File: src/rtl/cnt_rx.sv
// Link monitor for the divided-clock counter: recovers each strobed count value,
// measures the strobe period, locks onto a consistent stream and counts violations.
module cnt_rx (
  input  logic        clk,
  input  logic        rst,
  input  logic        inclk,
  input  logic [3:0]  in,
  output logic [3:0]  data,
  output logic        valid,
  output logic [31:0] period,
  output logic        locked,
  output logic        seq_err,
  output logic        per_err,
  output logic [7:0]  err_cnt
);

  typedef enum logic [1:0] {IDLE, SYNC, LOCKED} state_t;

  state_t      state_q, state_d;
  logic        inclk_q, inclk_d;
  logic [31:0] pcnt_q, pcnt_d;
  logic [31:0] ref_q, ref_d;
  logic [31:0] period_q, period_d;
  logic [3:0]  data_q, data_d;
  logic [3:0]  prev_q, prev_d;
  logic        valid_q, valid_d;
  logic        seq_err_q, seq_err_d;
  logic        per_err_q, per_err_d;
  logic [7:0]  err_cnt_q, err_cnt_d;

  logic        rise;
  logic        timeout;
  logic        bump;
  logic [3:0]  exp_val;

  always_comb begin
    state_d   = state_q;
    inclk_d   = inclk;
    ref_d     = ref_q;
    period_d  = period_q;
    data_d    = data_q;
    prev_d    = prev_q;
    valid_d   = 1'b0;
    seq_err_d = 1'b0;
    per_err_d = 1'b0;
    err_cnt_d = err_cnt_q;
    bump      = 1'b0;

    rise    = inclk & ~inclk_q;
    exp_val = prev_q + 4'd1;
    // 33-bit compare so 2*ref cannot overflow
    timeout = {1'b0, pcnt_q} > {ref_q, 1'b0};
    pcnt_d  = rise ? 32'd1 : ((&pcnt_q) ? pcnt_q : pcnt_q + 32'd1);

    if (rise) begin
      data_d   = in;
      valid_d  = 1'b1;
      period_d = pcnt_q;
      prev_d   = in;
    end

    case (state_q)
      IDLE: if (rise) state_d = SYNC;
      SYNC: begin
        if (rise) begin
          ref_d = pcnt_q;
          if (in == exp_val) state_d = LOCKED;
        end
      end
      LOCKED: begin
        if (rise) begin
          seq_err_d = (in != exp_val);
          per_err_d = (pcnt_q != ref_q);
          if (seq_err_d || per_err_d) begin
            bump    = 1'b1;
            state_d = SYNC;
          end
        end else if (timeout) begin
          per_err_d = 1'b1;
          bump      = 1'b1;
          state_d   = IDLE;
        end
      end
      default: state_d = IDLE;
    endcase

    if (bump && (err_cnt_q != 8'hFF)) err_cnt_d = err_cnt_q + 8'd1;
  end

  always_ff @(posedge clk or posedge rst) begin
    if (rst) begin
      state_q   <= IDLE;
      inclk_q   <= 1'b0;
      pcnt_q    <= '0;
      ref_q     <= '0;
      period_q  <= '0;
      data_q    <= '0;
      prev_q    <= '0;
      valid_q   <= 1'b0;
      seq_err_q <= 1'b0;
      per_err_q <= 1'b0;
      err_cnt_q <= '0;
    end else begin
      state_q   <= state_d;
      inclk_q   <= inclk_d;
      pcnt_q    <= pcnt_d;
      ref_q     <= ref_d;
      period_q  <= period_d;
      data_q    <= data_d;
      prev_q    <= prev_d;
      valid_q   <= valid_d;
      seq_err_q <= seq_err_d;
      per_err_q <= per_err_d;
      err_cnt_q <= err_cnt_d;
    end
  end

  assign data    = data_q;
  assign valid   = valid_q;
  assign period  = period_q;
  assign locked  = (state_q == LOCKED);
  assign seq_err = seq_err_q;
  assign per_err = per_err_q;
  assign err_cnt = err_cnt_q;

endmodule
File: config.mk
export PLATFORM = sky130hd
export DESIGN_NAME = cnt_rx
export DESIGN_NICKNAME = d
export VERILOG_FILES = /design/src/rtl/cnt_rx.sv
export SDC_FILE = /design/constraint.sdc
export NUM_CORES = 1
export LEC_CHECK = 0
export CORE_MARGIN = 4
export CORE_UTILIZATION = 52
export DETAILED_ROUTE_END_ITERATION = 16
export PLACE_DENSITY = 0.76
export SYNTH_ARGS = -nofsm -noshare
export SYNTH_HDL_FRONTEND = slang
export SYNTH_SLANG_ARGS = --single-unit
File: constraint.sdc
create_clock -name clk -period 3.7 [get_ports clk]
set_input_delay 0.925 -clock clk [delete_from_list [all_inputs] [get_ports clk]]
set_output_delay 0.925 -clock clk [all_outputs]
set_load 0.02 [all_outputs]
==> results of run 1 <==
## cell usage in the layout (no fill, tap or decap), types with 2 or more instances in the layout
master                            count
sky130_fd_sc_hd__nand2_1            158
sky130_fd_sc_hd__dfrtp_1            114
sky130_fd_sc_hd__xor2_1              55
sky130_fd_sc_hd__clkdlybuf4s50_1     54
sky130_fd_sc_hd__o21ai_0             47
sky130_fd_sc_hd__inv_1               38
sky130_fd_sc_hd__nor2_1              38
sky130_fd_sc_hd__ha_1                34
sky130_fd_sc_hd__nand3_1             21
sky130_fd_sc_hd__a21oi_1             21
sky130_fd_sc_hd__clkbuf_16           17
sky130_fd_sc_hd__nor4_1              14
sky130_fd_sc_hd__xnor2_1             13
sky130_fd_sc_hd__nand4_1             11
sky130_fd_sc_hd__and3_1               7
sky130_fd_sc_hd__nor3_1               7
sky130_fd_sc_hd__clkinvlp_4           7
sky130_fd_sc_hd__bufinv_16            7
sky130_fd_sc_hd__or3_1                5
sky130_fd_sc_hd__buf_4                5
sky130_fd_sc_hd__nand2b_1             4
sky130_fd_sc_hd__and4_1               3
sky130_fd_sc_hd__nand2b_2             2
sky130_fd_sc_hd__and2_0               2
sky130_fd_sc_hd__nor2b_1              2
sky130_fd_sc_hd__a31oi_1              2
sky130_fd_sc_hd__a21o_1               2
sky130_fd_sc_hd__nor3_2               2
sky130_fd_sc_hd__mux2_1               2
sky130_fd_sc_hd__mux2_2               2
## final cells by class
type	count	area, sq um
sequential	114	2850
multi-input combinational	473	2870
timing repair buffer	60	598
clock inverter	14	260
tap	140	175
clock buffer	18	429
fill	881	3740
inverter	40	154
## stage by stage
| stage | hold slack (ps) | setup WS [ps] | util |
|---|---|---|---|
| finish | 475 | 555 | 0.662 |
| global route | 490 | 444 | 0.662 |
| CTS | 476 | 579 | 0.662 |
| detailed placement | 462 | 366 | 0.600 |
| global placement | 458 | 485 | 0.600 |
| floorplan | 451 | 1040 | - |
## worst max path at each step
stage	to	slack (ps)	depth (start not counted)
after floorplan	err_cnt[7]	1040	8
after global placement	err_cnt[7]	480	8
after detailed placement	err_cnt[7]	370	8
after CTS	err_cnt[7]	580	8
after global routing	err_cnt[7]	440	8
final	err_cnt[7]	550	8
## registers in the layout, summed over array words and instances, names as in the netlist
| signal | flops |
|---|---|
| pcnt_q | 32 |
| period | 32 |
| ref_q | 32 |
| err_cnt | 8 |
| prev_q | 4 |
| state_q | 2 |
| inclk_q | 1 |
| per_err | 1 |
| seq_err | 1 |
| valid | 1 |
## logic make-up after synthesis
| group | count (synthesis) | share of synthesized area |
|---|---|---|
| AOI/OAI and AO/OA | 81 | 0.0780 |
| xor gates and xnor gates | 68 | 0.0993 |
| adders and majority gates | 34 | 0.0709 |
| buffers and inverters | 74 | 0.0471 |
| DFF | 114 | 0.476 |
| muxes | 5 | 0.0100 |
| and+or+nand+nor | 285 | 0.219 |
## worst register-to-register path: stages, from the launching register on
cell and delay [ps]:
sky130_fd_sc_hd__dfrtp_1 550, sky130_fd_sc_hd__ha_1 430, sky130_fd_sc_hd__nand4_1 140, sky130_fd_sc_hd__or4_4 570
sky130_fd_sc_hd__a21o_1 180, sky130_fd_sc_hd__a31oi_2 260, sky130_fd_sc_hd__a32oi_4 150, sky130_fd_sc_hd__nor4_1 370
sky130_fd_sc_hd__mux2_1 370
## power groups by stage
stage / combinational [mW] / sequential (mW) / clock [mW]
after floorplan: 0.380 / 1.42 / 0
after global placement: 0.543 / 1.41 / 0
after detailed placement: 0.549 / 1.41 / 0
after CTS: 0.555 / 1.40 / 1.94
after global routing: 0.619 / 1.41 / 2.00
final: 0.551 / 1.40 / 1.92
## metal layers
metal  GRT usage  up-vias  part of all wire
met5           0        -                 0
met4      0.0822        0             0.017
met3      0.0505       21             0.049
met2       0.385      121              0.49
met1       0.293     2305              0.44
li1            -     2281                 -
==> flow_results.org, run 1 <==
** Power
- Clock share of power :: 0.497
- For this design the ratio of total power to cell area is 528 nW/um^2.
- Switching pwr :: 1.00 mW
- For this design the static power due to leakage is 3.56 nW.
- Of the total power, the share spent switching nets is 0.260.
- Share of total power in sequential cells :: 0.361
- Cell internal power was estimated by the tool at 2.87 mW.
- The share of total power dissipated in combinational logic is 0.142.
- IR analysis of the VDD net gives a maximum drop of 309 uV.
- The design draws 3.87 mW.

** CTS
- CTS Hold Bufs :: 0
- The cell sitting at the root of the clock tree is a sky130_fd_sc_hd__clkbuf_16.
- H-tree lvl count :: 4
- The number of clock buffers added by TritonCTS is 17.
- Count of clock tree sinks :: 114
- TritonCTS built the clock tree.
- Worst-Skew Late Latency :: 420 ps
- Counting along the longest clock path gives a buffer depth of 2.
- Postcts setup bufs :: 0
- Post-cts resize count :: 0
- CTS clock-pin slew for the worst setup and hold paths :: 50 ps

** Placed design
- Buffers placed on the I/O ports in this run total 54.
- Including well taps, the total number of placed cells is 827.
- Summed over all nets, the half-perimeter wirelength after detailed placement is 9.58 mm.
- Routability Congestion :: 0.854
- Area after DPL :: 6650 sq um

** Global route
- After global routing the overflow that remains totals 0.
- Entering global routing, the biggest net connects around 120 pins.
- GR Util All Layers :: 0.230
- First-pass GRT wire length :: 23.7 mm
- The number of antenna violations at the first check in global routing was 0.
- The via count of the first global-routing pass came to 4835.

** Yosys
- Dominant cells by area after synthesis :: sky130_fd_sc_hd__dfrtp_1 (48%), sky130_fd_sc_hd__nand2_1 (9.9%), sky130_fd_sc_hd__xor2_1 (8.0%), sky130_fd_sc_hd__ha_1 (7.1%), sky130_fd_sc_hd__o21ai_0 (3.9%)
- Synthesis produced a netlist with a net count of 702.
- Synth top area share :: 0.476
- Number of instances in the synthesized netlist :: 661
- Syn avg cell area :: around 9.1 sq um
- The share of the Yosys chip area taken by registers is 0.476.
- EDFF count, synth :: 0
- Post-synthesis sequential element count :: 114
- Mapped Area :: roughly 6000 sq um
- Cell taking the most area after synthesis :: sky130_fd_sc_hd__dfrtp_1
- Async set or reset register ratio after synthesis :: 1.00
- Post-synth cell types :: 48
- YS warnings :: 0
- Most used flip-flop cell after synthesis :: sky130_fd_sc_hd__dfrtp_1
- Count leader, synth :: sky130_fd_sc_hd__nand2_1
- Leading cell types by count after synthesis :: sky130_fd_sc_hd__nand2_1 (158), sky130_fd_sc_hd__dfrtp_1 (114), sky130_fd_sc_hd__xor2_1 (55)

** Worst hold path
- The worst hold path begins at period[26].
- In this run the worst hold path is classified as flip-flop to flip-flop.
- End of the worst hold path :: period[26]
- Count of cells along the worst hold path :: 2

** Finish
- The area growth from synthesis to layout is 22.3%.
- # nets final :: between 700 and 800
- Post-layout instance count excluding filler cells :: 859
- After routing the design area is ~7300 sq um.
- # diodes :: 0
- Ratio of cells with drive above 1 in the final layout :: 0.0751

** Timing
- Final number of setup-violating endpoints :: 0
- Summed negative setup slack over all endpoints :: 0 ps
- In the finished design, the share of the clock period the worst path needs comes to 0.850.
- Final period demand of the worst path :: 3150 ps
- Final-report max-slew violation count :: 0
- Tightest slew margin relative to the limit :: 0.413
- Worst clock skew :: 10.9 ps
- Setup repair after global routing missed its margin :: false
- At the pin with the least slew margin, the transition time is 878 ps.
- The number of hold violations in the final report is 0.
- Based on the critical path, the design can be clocked at up to roughly 0.32 GHz.

** Detailed routing
- For this block, the initial DRC count from the detailed router was 367.
- Total number of vias :: 4728
- Routed wire length :: 14.3 mm
- Number of remaining DRC errors :: 0
- Dividing the detail-routed via count by the number of cells gives 5.50.
- DRT antenna net count :: 0
- For this run, the detailed router's first-pass iteration total came to 5.
- Average wire per standard cell :: 16.6 microns

** Die
- Die Width :: 115 microns
- Core Region :: 11100 sq um
- The initial utilization of the core area, before any placement, comes to 0.541.
- Number of placement rows :: 38
- In this run the count of I/O pins placed on the die edge is 55.
- The die covers 13300 sq um.
- In this run the vertical extent of the chip is 115 microns.

** Setup path
- Worst-path cell chain :: ha_1 -> nand4_1 -> or4_4 -> a21o_1 -> a31oi_2 -> a32oi_4 -> nor4_1 -> mux2_1
- The worst setup path is of the flip-flop to flip-flop kind.
- Slowest library cell on the worst path :: sky130_fd_sc_hd__or4_4
- On the critical path the largest part of the delay comes from simple AND/OR/NAND/NOR gates.
- Register-to-register path setup slack :: roughly 550 ps
- Slowest stage delay, CP :: about 570 ps
- Worst reg2reg path endpoint :: err_cnt[7]
- STA classifies the critical path startpoint as a flip-flop.
- For the worst setup path, the data required time is 3990 ps.
- WP buf/inv :: 0
- Tracing the worst setup path back leads to its startpoint at pcnt_q[12].
- The worst register-to-register path begins at pcnt_q[12].
- STA puts the critical path data arrival time at 3430 ps.
- Crit path capture type :: flip-flop
- Logic depth of the worst register-to-register path :: 8
- Along the worst path, the maximum fanout reaches 9.

** Job
- The tool flagged a number of max-cap violations equal to 0.

** Run status
- Status :: complete, no violations
No activity file was read; power rests on OpenSTA's default activity.
==> run 2, diff against run 1 <==
- CORE_MARGIN: 4 -> 5
==> run 2 against run 1 <==
Clock power decreased by 16%. First-iteration DRC count decreased by 1.1%. Sequential cell count unchanged. Non-clock buffer count increased by 2. Register-to-register slack improved by 130 ps. Critical path type unchanged. Highest routed layer unchanged.
==> flow_results.org, run 2 (same netlist as run 1, synthesis figures left out) <==
** Timing
- The final clock period utilization by the worst path came to 0.814 (-0.0356).
- Final number of setup-violating endpoints :: 0 (unchanged)
- The final critical-path setup slack came to 687 ps (+132 ps).
- Setup repair after global routing missed its margin :: false
- The worst clock skew was 9.85 ps (-1.05 ps).
- The number of hold violations in the final report came to 0 (unchanged).
- Summed negative setup slack over all endpoints :: 0 ps (unchanged)
- The transition time at the pin with the least slew margin is 811 ps (-67.7 ps).
- The shortest period the worst path allows was 3010 ps (-132 ps).
- Tightest slew margin relative to the limit :: 0.459 (+0.0452)
- Final-report max-slew violation count :: 0 (unchanged)
- The highest clock frequency the design can meet was 0.332 GHz (+4.4%).

** Setup path
- The critical path starts at pcnt_q[14].
- Crit path capture type :: flip-flop
- Worst reg2reg path endpoint :: err_cnt[7]
- The worst reg2reg path depth was 8 (unchanged).
- Destination of the critical timing path :: err_cnt[7]
- CP startpoint kind :: flip-flop
- Data arrival at the endpoint of the critical path :: 3310 ps (-120 ps)
- The reg2reg setup slack was 690 ps (+130 ps).
- The highest net fanout along the worst path is 9 (unchanged).
- The worst register-to-register path begins at pcnt_q[14].
- Critical path data required time :: 3990 ps (about the same)
- By startpoint and endpoint, the worst setup path is classified as flip-flop to flip-flop.

** Die
- Top-level port count :: 55 (unchanged)
- Overall die height :: 117 microns (+1.7%)
- Overall die area :: 13800 sq um (+3.5%)
- Core Region :: 11400 sq um (+2.6%)
- The effective utilization at floorplan came to 0.528 (-0.0139).
- Number of placement rows :: 39 (+2.6%)
- Die Width :: 117 microns (+1.7%)

** Global route
- Number of global-route vias before repair :: 4888 (+1.1%)
- Pin count of the biggest net entering global routing :: 77 (-33%)
- GR Util All Layers :: 0.205 (-0.0248)
- Overflow left after global routing :: 0 (unchanged)
- Initial antenna violation count :: 0 (unchanged)
- The first-pass GRT wire length was 23.4 mm (-1.2%).

** Finish
- The share of the core filled with cells was 0.637 (-0.0247).
- In the layout the commonest cells are sky130_fd_sc_hd__nand2_1 (158), sky130_fd_sc_hd__dfrtp_1 (114), sky130_fd_sc_hd__xor2_1 (55).
- # diodes :: 0 (unchanged)
- Leaving out fill and tap cells, the most frequent cell in the layout is sky130_fd_sc_hd__nand2_1.
- Post-layout instance area :: 7250 sq um (-1.2%)
- # nets final :: 749 (+0.27%)
- The filler-free cell count of the finished design came to 864 (+0.58%).
- Ratio of cells with drive above 1 in the final layout :: 0.0749 (-0.000208)
- The area growth from synthesis to layout is 20.8%.

** Power
- PwrDens :: 493 nW/um^2 (-6.6%)
- The maximum VDD drop was 320 uV (+3.6%).
- Leakage dissipation :: 3.53 nW (-0.84%)

** CTS
- Root buffer selected by CTS :: sky130_fd_sc_hd__clkbuf_16
- TritonCTS clock tree :: done
- The number of levels the H-tree was split into is 4 (unchanged).
- Worst-Skew Late Latency :: 420 ps (about the same)
- The total clock buffers created by CTS came to 17 (unchanged).
- Maximum buffer depth of the clock tree :: 2 (unchanged)
- The register clock-pin slew on the reported worst setup and hold paths came to 60 ps (about the same).
- CTS Hold Bufs :: 0 (unchanged)
- The number of clock sinks seen by CTS came to 114 (unchanged).
- The number of gates resized after CTS was 0 (unchanged).
- Postcts setup bufs :: 0 (unchanged)

** Detailed routing
- The iteration count of the initial detailed-routing pass came to 4 (-1).
- Average wire per standard cell :: 15.8 microns (-4.9%)
- The detailed-route DRC error count came to 0 (unchanged).
- The total number of vias was 4718 (-0.21%).
- Routed wire length :: 13.6 mm (-4.4%)
- DRT antenna net count :: 0 (unchanged)
- The iteration-0 DRC count of the detailed router was 363 (-1.1%).
- DR vias/cell :: 5.46 (-0.79%)

** Placed design
- The global placer's final weighted congestion is 1.00 (+17%).
- The HPWL reported at the end of detailed placement was 9.48 mm (-1.1%).
- The worst setup slack after placement is 406 ps (+40.6 ps).
- Total of buffers placed on input and output ports :: 54 (unchanged)
- The instance area at placement came to 6660 sq um (+0.28%).
- The count of placed standard cells including taps was 832 (+0.60%).

** Run status
- Status :: complete, no violations

** Job
- Maximum Capacitance Violations :: 0 (unchanged)

** Worst hold path
- The min-delay analysis places its worst path in the category flip-flop to flip-flop.
## run 2: cell types whose count changed in the layout (fill, tap and decap cells not counted), sizes merged
cell	delta
buf	+2
clkbuf	+5
bufinv	-5
clkinvlp	-2
clkinv	+2
## run 2: cell type report
class / instances / area [sq um]
Fill cell: 926 / 4120
Multi-Input combinational cell: 473 / 2870
Sequential cell: 114 / 2850
Timing Repair Buffer: 62 / 613
Clock buffer: 23 / 478
Tap cell: 143 / 179
Inverter: 40 / 154
Clock inverter: 9 / 105
## run 2: metrics by stage
stage	hold WS, ps	power [mW]
floorplan	451	1.80
global route	492	3.73
finish	468	3.57
detailed placement	462	1.97
global placement	459	1.95
CTS	475	3.59
## run 2: per-layer routing
metal	GRT usage	wire length [microns]
met5	0	0
met4	0.0725	189
met3	0.0529	637
met2	0.337	6740
met1	0.261	6070
## run 2: power by group
| part | internal [mW] | switching (mW) |
|---|---|---|
| registers | 1.32 | 0.0816 |
| logic | 0.225 | 0.340 |
| clock network | 1.04 | 0.569 |
| total | 2.58 | 0.991 |
## run 2: how the worst min path moves through the flow
stage,from,endpoint,slack [ps],cells after the start
6_report,period[26],period[26],470,2
5_1_grt,period[26],period[26],490,2
4_1_cts,period[16],period[16],480,2
3_5_place_dp,period[16],period[16],460,2
3_3_place_gp,period[26],period[26],460,2
2_1_floorplan,state_q[1],state_q[0],450,1
## run 2: worst max-delay path: stages (launching register included)
cell                      delay (ps)
sky130_fd_sc_hd__dfrtp_1         490
sky130_fd_sc_hd__ha_1            370
sky130_fd_sc_hd__nand4_2         140
sky130_fd_sc_hd__or4_4           600
sky130_fd_sc_hd__a21o_1          190
sky130_fd_sc_hd__a31oi_2         250
sky130_fd_sc_hd__a32oi_4         140
sky130_fd_sc_hd__nor4_1          350
sky130_fd_sc_hd__mux2_1          360
==> run 3, diff against run 2 <==
- CORE_UTILIZATION: 52 -> 58
- PLACE_DENSITY: 0.76 -> 0.8
- clock period: 3.7 -> 3 ns (I/O delays scaled with it)
==> run 3 against run 2 <==
Clock-buffer cell count down 1. Wire length up 7.6%. Clock skew down 3.5 ps. Sequential power up 24%. Sequential share of layout area down 1.2 points.
==> flow_results.org, run 3 (same netlist as run 1, synthesis figures left out) <==
** Setup path
- The critical path's largest stage delay came to 380 ps (-220 ps).
- The startpoint identified for the worst register-to-register timing path is ref_q[28].
- Class of the most critical setup path :: flip-flop to flip-flop
- CP startpoint kind :: flip-flop
- Data arrival at the endpoint of the critical path :: 3280 ps (-30 ps)
- WP buf/inv :: 3 (+3)
- Crit path capture type :: flip-flop
- Slowest library cell on the worst path :: sky130_fd_sc_hd__dfrtp_1
- In this design, the largest share of critical-path delay is due to simple AND/OR/NAND/NOR gates.
- The required time at the worst-slack endpoint came to 3430 ps (-560 ps).
- CP most frequent cell :: sky130_fd_sc_hd__buf_4
- Launch point of the critical path :: ref_q[28]
- Traced cell by cell, the critical path runs through inv_1 -> ha_1 -> nand4b_1 -> nor4_2 -> buf_4 -> nand4_1 -> a31oi_4 -> a32oi_4 -> buf_4 -> nor4b_2 -> xor2_1.
- Highest fanout seen on the critical path :: 5 (-4)

** Die
- Overall die height :: 112 microns (-4.9%)
- The row count is 37 (-5.1%).
- The area of the die came to 12500 sq um (-9.5%).
- Core Region :: 10200 sq um (-10%)
- The horizontal extent of the die is 112 microns (-4.9%).
- Top-level port count :: 55 (unchanged)
- The effective utilization at floorplan came to 0.589 (+0.0614).

** Power
- The proportion of power drawn by combinational gates is 0.161 (+0.003).
- The total leakage power is 3.67 nW (+4.0%).
- The power spent charging and discharging nets was 1.22 mW (+24%).
- The clock network power share came to 0.454 (+0.004).
- The internal power of the cells is 3.26 mW (+26%).
- Worst supply voltage drop on vdd :: 425 uV (+33%)
- The portion of total power attributed to sequential cells was 0.385 (-0.006).
- Switch share :: 0.273 (-0.00448)
- PwrDens :: 599 nW/um^2 (+22%)

** CTS
- The number of clock sinks seen by CTS came to 114 (unchanged).
- Maximum buffer depth of the clock tree :: 2 (unchanged)
- Worst-Skew Late Latency :: 530 ps (+110 ps)
- The tree is rooted in a sky130_fd_sc_hd__clkbuf_8.
- The total clock buffers created by CTS came to 17 (unchanged).
- TritonCTS clock tree :: done
- H-tree lvl count :: 4 (unchanged)
- The register clock-pin slew on the reported worst setup and hold paths was 60 ps (about the same).

** Finish
- The library cell used most frequently in the layout, excluding fill and tap cells, is sky130_fd_sc_hd__nand2_1.
- Commonest cells after routing, fill and taps aside :: sky130_fd_sc_hd__nand2_1 (158), sky130_fd_sc_hd__dfrtp_1 (113), sky130_fd_sc_hd__xor2_1 (55)
- The post-layout net count was 771 (+2.9%).
- The area growth from synthesis to layout is 24.7%.
- Ratio of cells with drive above 1 in the final layout :: 0.114 (+0.0395)
- The total inserted antenna cells is 0 (unchanged).
- The filler-free cell count of the finished design came to 879 (+1.7%).

** Timing
- The shortest period the worst path allows is 2850 ps (-165 ps).
- Final-report max-slew violation count :: 0 (unchanged)
- Final critical-path setup slack :: 151 ps (-535 ps)
- The worst clock skew is 6.37 ps (-3.48 ps).
- Summed negative setup slack over all endpoints :: 0 ps (unchanged)
- The worst slew slack as a fraction of its limit is 0.597 (+0.138).
- Number of hold-slack violations in the final timing report :: 0 (unchanged)
- Final number of setup-violating endpoints :: 0 (unchanged)
- Tightest Pin Transition :: 605 ps (-206 ps)
- Period utilisation layout :: 0.950 (+0.135)
- The highest clock frequency the design can meet is 0.351 GHz (+5.8%).
- The final hold slack came to 472 ps (+4.19 ps).

** Placed design
- The count of placed standard cells including taps was 846 (+1.7%).
- The HPWL reported at the end of detailed placement was 9.83 mm (+3.8%).
- Routability Congestion :: 0.896 (-11%)
- Total of buffers placed on input and output ports :: 54 (unchanged)
- The worst setup slack after placement was 90.0 ps (-316 ps).

** Detailed routing
- Number of remaining DRC errors :: 0 (unchanged)
- The post-detailed-routing wire length is 14.7 mm (+7.6%).
- Pre-antenna DRT Iters :: 9 (+5)
- The ratio of routed vias to standard cells is 5.68 (+4.1%).
- The total number of vias is 4995 (+5.9%).
- Violation count after the first detailed-routing iteration :: 416 (+15%)
- Average wire per standard cell :: 16.7 microns (+5.8%)
- DRT antenna net count :: 0 (unchanged)

** Run status
- The flow ran to the end, and the final reports show no timing, DRC or antenna violations.

** Global route
- The maximum number of pins on one net before global-route repair came to 115 (+49%).
- Overflow left after global routing :: 0 (unchanged)
- The number of antenna violations at the first check in global routing is 0 (unchanged).
- The overall fraction of global-route tracks in use is 0.247 (+0.0423).
- First-pass GRT wire length :: 24.7 mm (+5.6%)
- The via count of the first global-routing pass is 5110 (+4.5%).

** Job
- Maximum Capacitance Violations :: 0 (unchanged)

** Worst hold path
- Worst Min Path Start :: period[19]
- Path category of the worst min-delay check :: flip-flop to flip-flop
==> run 3: area by class of cell <==
| type | instances | area [sq um] |
|---|---|---|
| Fill cell | 704 | 2710 |
| Multi-Input combinational cell | 473 | 2920 |
| Sequential cell | 114 | 2850 |
| Clock buffer | 22 | 473 |
| Timing Repair Buffer | 84 | 778 |
| Tap cell | 136 | 170 |
| Clock inverter | 10 | 130 |
| Inverter | 40 | 154 |
==> run 3: routing by layer <==
layer  track usage  share of wire  vias up
met5             0              0        -
met4         0.120          0.030        0
met3        0.0679          0.056       44
met2         0.409           0.51      181
met1         0.298           0.41     2442
li1              -              -     2328
==> run 3: path summary, 6_finish.rpt <==
path | end | depth (start not counted) | slack (ps)
setup reg to reg | err_cnt[2] | 11 | 150
setup / recovery | err_cnt[2] | 11 | 150
hold / removal | period[19] | 2 | 470
max in group asynchronous | pcnt_q[10] | 3 | 1760
hold reg to reg | period[19] | 2 | 470
min in group asynchronous | period[26] | 3 | 760
==> run 3: repair_timing <==
| action | 4_1_cts | 5_1_grt |
|---|---|---|
| hold endpoints to repair | 0 | 0 |
| setup buffers | 0 | 1 |
| setup endpoints to repair | 0 | 6 |
| hold buffers | 0 | 0 |
| resized for setup | 0 | 9 |
==> run 3: worst reg2reg max path, stage by stage, from the launching register on <==
cell and delay [ps]:
sky130_fd_sc_hd__dfrtp_1 380, sky130_fd_sc_hd__inv_1 70, sky130_fd_sc_hd__ha_1 270, sky130_fd_sc_hd__nand4b_1 230, sky130_fd_sc_hd__nor4_2 340, sky130_fd_sc_hd__buf_4 160, sky130_fd_sc_hd__nand4_1 200, sky130_fd_sc_hd__a31oi_4 250
sky130_fd_sc_hd__a32oi_4 110, sky130_fd_sc_hd__buf_4 210, sky130_fd_sc_hd__nor4b_2 310, sky130_fd_sc_hd__xor2_1 220
==> run 3: power groups by stage <==
| stage | clock network (mW) | logic (mW) | registers (mW) |
|---|---|---|---|
| detailed placement | 0 | 0.695 | 1.75 |
| floorplan | 0 | 0.469 | 1.75 |
| finish | 2.03 | 0.724 | 1.73 |
| global placement | 0 | 0.666 | 1.74 |
| CTS | 2.06 | 0.705 | 1.72 |
| global route | 2.14 | 0.797 | 1.74 |
==> run 3: metrics by stage <==
stage / util / instance area [sq um] / power [mW]
after floorplan: - / 6000 / 2.22
after global placement: 0.669 / 6810 / 2.41
after detailed placement: 0.669 / 6810 / 2.44
after CTS: 0.728 / 7420 / 4.48
after global routing: 0.734 / 7480 / 4.68
final: 0.734 / 7480 / 4.48
